==> config.mk <==
export PLATFORM = sky130hd
export DESIGN_NAME = shift_rgst
export DESIGN_NICKNAME = d
export VERILOG_FILES = /design/src/rtl/shift_rgst.sv
export SDC_FILE = /design/constraint.sdc
export NUM_CORES = 1
export LEC_CHECK = 0
export CAP_MARGIN = 20
export CORE_MARGIN = 1.5
export CORE_UTILIZATION = 35
export DETAILED_ROUTE_END_ITERATION = 10
export PLACE_DENSITY = 0.72
export SYNTH_ARGS = -nofsm -noshare
export SYNTH_HDL_FRONTEND = slang
export SYNTH_SLANG_ARGS = --single-unit
==> constraint.sdc <==
create_clock -name clk -period 1.2 [get_ports clk]
set_input_delay 0.12 -clock clk [delete_from_list [all_inputs] [get_ports clk]]
set_output_delay 0.12 -clock clk [all_outputs]
set_load 0.1 [all_outputs]
==> src/rtl/shift_rgst.sv <==
// Parallel-load / serial-shift register with saturating shift counter and word-complete flag.
// Optional rotate mode (input rot) is built when SHIFT_RGST_ROT_EN is defined.
module shift_rgst #(
    parameter int           W         = 8,
    parameter logic [W-1:0] IV        = '0,
    parameter bit           MSB_FIRST = 1'b1,
    localparam int          CW        = $clog2(W + 1)
) (
    input  logic          clk,
    input  logic          rst_b,
    input  logic [W-1:0]  d,
    input  logic          ld,
    input  logic          clr,
    input  logic          sh_en,
    input  logic          sin,
`ifdef SHIFT_RGST_ROT_EN
    input  logic          rot,
`endif
    output logic [W-1:0]  q,
    output logic          sout,
    output logic [CW-1:0] cnt,
    output logic          done
);

    localparam logic [CW-1:0] CNT_FULL = CW'(W);

    logic         rot_sel;
    logic         fill_bit;
    logic [W-1:0] q_shift;
    logic [CW-1:0] cnt_inc;

`ifdef SHIFT_RGST_ROT_EN
    assign rot_sel = rot;
`else
    assign rot_sel = 1'b0;
`endif

    // The bit leaving the register is recycled into the vacated slot when rotating.
    assign sout     = MSB_FIRST ? q[W-1] : q[0];
    assign fill_bit = rot_sel ? sout : sin;

    always_comb begin
        q_shift = q;
        if (MSB_FIRST) begin
            q_shift = {q[W-2:0], fill_bit};
        end else begin
            q_shift = {fill_bit, q[W-1:1]};
        end
    end

    // Counter saturates so done stays asserted while shifting continues.
    assign cnt_inc = (cnt == CNT_FULL) ? cnt : cnt + CW'(1);
    assign done    = (cnt == CNT_FULL);

    always_ff @(posedge clk) begin
        if (!rst_b) begin
            q   <= IV;
            cnt <= '0;
        end else if (clr) begin
            q   <= IV;
            cnt <= '0;
        end else if (ld) begin
            q   <= d;
            cnt <= '0;
        end else if (sh_en) begin
            q   <= q_shift;
            cnt <= cnt_inc;
        end
    end

endmodule

==> impl_metrics.env <==
export IMPL_ys_seq_area_share_pct=37.9
export IMPL_htreeDepth=1
export IMPL_cts_buffers=3
export IMPL_hp_class="in -> reg"
export IMPL_netlist_area_leader_share_pct=37.9
export IMPL_path_cells="inv_4, ha_4, nand3b_4, inv_8, buf_12"
export IMPL_viasPerCell=4.66
export IMPL_clk_latency_ps=270
export IMPL_power_density_nw_per_um2=745
export IMPL_synth_top_area_cell="dfxtp_1"
export IMPL_root_buffer="clkbuf_4"
export IMPL_drtAntennaViolNets=0
export IMPL_syn_to_final_growth_pct=100
export IMPL_wl_met2_um=817
export IMPL_fp_dieH_um=45.5
export IMPL_yosysWarningCount=0
export IMPL_worst_path_buf_inv=3
export IMPL_final_area_um2=1270
export IMPL_reg2reg_depth=6
export IMPL_cp_num_cells=5
export IMPL_synth_cell_types=21
export IMPL_gp_congestion=0.646
export IMPL_ctsHoldBuffers=0
export IMPL_grt_first_pass_wirelength_um=2590
export IMPL_wl_per_cell_um=12.2
export IMPL_fin_util_pct=74.1
export IMPL_avgSynthCellArea_um2=10.6
export IMPL_synthTopCellsByCount="dfxtp_1 (12), nor2_1 (9), mux2_1 (8), mux2i_1 (8), buf_4 (3)"
export IMPL_hold_violations=0
export IMPL_failed_checks="negative setup slack"
export IMPL_ys_flop_type="dfxtp_1"
export IMPL_clockBufferDepth=2
export IMPL_stdcell_count=125
export IMPL_hpwl_um=1140
export IMPL_grt_max_degree=15
export IMPL_cap_violations=0
export IMPL_leakagePower_nw=0.533
export IMPL_max_freq_mhz=758
export IMPL_cts_sinks=12
export IMPL_diodes=0
export IMPL_critPathRequiredTime_ps=1080
export IMPL_critPathKind="reg -> out"
export IMPL_dr_total_vias=583
export IMPL_synthTopCellsByArea="dfxtp_1 (38%), mux2_1 (14%), mux2i_1 (13%), nor2_1 (5.3%), ha_1 (4.0%)"
export IMPL_fin_skew_ps=4.18
export IMPL_grt_pass1_vias=595
export IMPL_floorplan_initialDensity_pct=37.1
export IMPL_io_pins=28
export IMPL_max_slew_worst_pin_slew_ps=241
export IMPL_wl_met1_um=626
export IMPL_first_pass_iters=4
export IMPL_dp_slack_ps=-211
export IMPL_final_max_slew_viol_count=0
export IMPL_rows=15
export IMPL_rsz0062_at_grt="yes"
export IMPL_critPathLaunchType="flop"
export IMPL_post_route_period_util_pct=110
export IMPL_coreArea_um2=1710
export IMPL_cp_max_fo=3
export IMPL_status="finished with violations"
export IMPL_antenna_found_initial=0
export IMPL_critPathTopFamily="flip-flops"
export IMPL_synth_nets=76
export IMPL_fin_ws_ps=-119
export IMPL_globalRouteOverflowTotal=0
export IMPL_dieWidth_um=45.5
export IMPL_fill_cells=117
export IMPL_track_usage_pct=17.8
export IMPL_slew_headroom_pct=83.9
export IMPL_ys_seq_elements=12
export IMPL_layout_min_cycle_time_ps=1320
export IMPL_cts_tree="done"
export IMPL_nets=117
export IMPL_clk_pin_slew_ps=80
export IMPL_timing_hold_ws_ps=459
export IMPL_die_area_um2=2070
export IMPL_ir_drop_mv=0.594
export IMPL_placed_area_um2=1180
export IMPL_wl_um=1520
export IMPL_crit_arrival_ps=1200
export IMPL_drive_gt1_share_pct=51.0
export IMPL_async_flop_share_pct=0
export IMPL_setup_viol=4
export IMPL_dr_wl_met3_um=38
export IMPL_synth_edf_count=0
export IMPL_yosysMostFrequentCell="dfxtp_1"
export IMPL_syn_area_um2=633
export IMPL_crit_slowest_cell="dfxtp_4"
export IMPL_io_buffer_count=27
export IMPL_min_path_cells=3
export IMPL_top_layer="met4"
export IMPL_end_kind="output pin"
export IMPL_slowest_delay_ps=360
export IMPL_synthCells=60
export IMPL_dp_cells=118
export IMPL_drc=0
export IMPL_drt_iter0_drc=2
==> sequential cells by signal, summed over array words and instances, names as in the netlist <==
| name | flops |
|---|---|
| q | 8 |
| cnt | 4 |
==> power breakdown <==
part / total (mW) / switching, mW / leakage (nW) / internal [mW]
Combinational: 0.266 / 0.139 / 0.414 / 0.126
Sequential: 0.415 / 0.0132 / 0.104 / 0.402
Clock: 0.262 / 0.134 / 0.0150 / 0.128
==> final timing paths <==
kind	to	slack (ps)	from
worst min register to register	cnt[2]$_SDFFE_PP0P_	520	cnt[2]$_SDFFE_PP0P_
worst max-delay path	done	-120	cnt[1]$_SDFFE_PP0P_
worst min-delay path	q[2]$_SDFFE_PP0P_	460	d[2]
worst max register to register	cnt[1]$_SDFFE_PP0P_	-110	cnt[1]$_SDFFE_PP0P_
==> cell type report <==
class / instances / area (µm²) / area share (%)
sequential: 12 / 265 / 20.9
inverter: 3 / 23.8 / 1.88
multi-input combinational: 41 / 383 / 30.2
tap: 25 / 31.3 / 2.47
timing repair buffer: 40 / 537 / 42.4
clock buffer: 4 / 26.3 / 2.08
==> per-stage QoR <==
step                      power, mW  TNS (ps)
after global routing          0.988      -533
final                         0.943      -271
after global placement        0.682     -1660
after CTS                     0.956      -291
after floorplan               0.567      -425
after detailed placement      0.685     -1910
==> layer usage <==
metal  vias to the layer above  track usage, %
met1                       281            22.8
met2                        10            27.9
li1                        290               -
met4                         0            10.6
met5                         -               0
met3                         2            2.78
==> tightest hold or removal path, delay by kind of cell <==
kind	cells	cell delay, ps
buf+inv	1	400
mux	1	130
simple gates	1	50
==> placed cells by master, fill, tap and decap left out, types with 2 or more instances in the layout <==
cell type	count
inv_4	2
mux2_1	8
nand2_1	2
clkbuf_4	3
clkdlybuf4s50_1	13
nor2_1	9
mux2i_1	8
dfxtp_2	8
dfxtp_4	4
buf_12	16
buf_4	10
==> logic make-up after synthesis <==
kind of cell               count (synthesis)  synth area share [%]
muxes                                     16                  26.9
xor gates and xnor gates                   1                  1.38
adders and majority gates                  2                  3.95
buffers and inverters                      7                  7.11
DFF                                       12                  37.9
and+or+nand+nor                           17                  15.0
AOI/OAI and AO/OA                          5                  7.71
==> what timing repair did <==
| item | CTS | global route |
|---|---|---|
| setup endpoints to repair | 3 | 5 |
| gates resized for setup | 1 | 3 |
| buffers inserted | 3 | 0 |
| pin swaps | 1 | 3 |
Note: power is estimated with default switching activity, not from simulation.
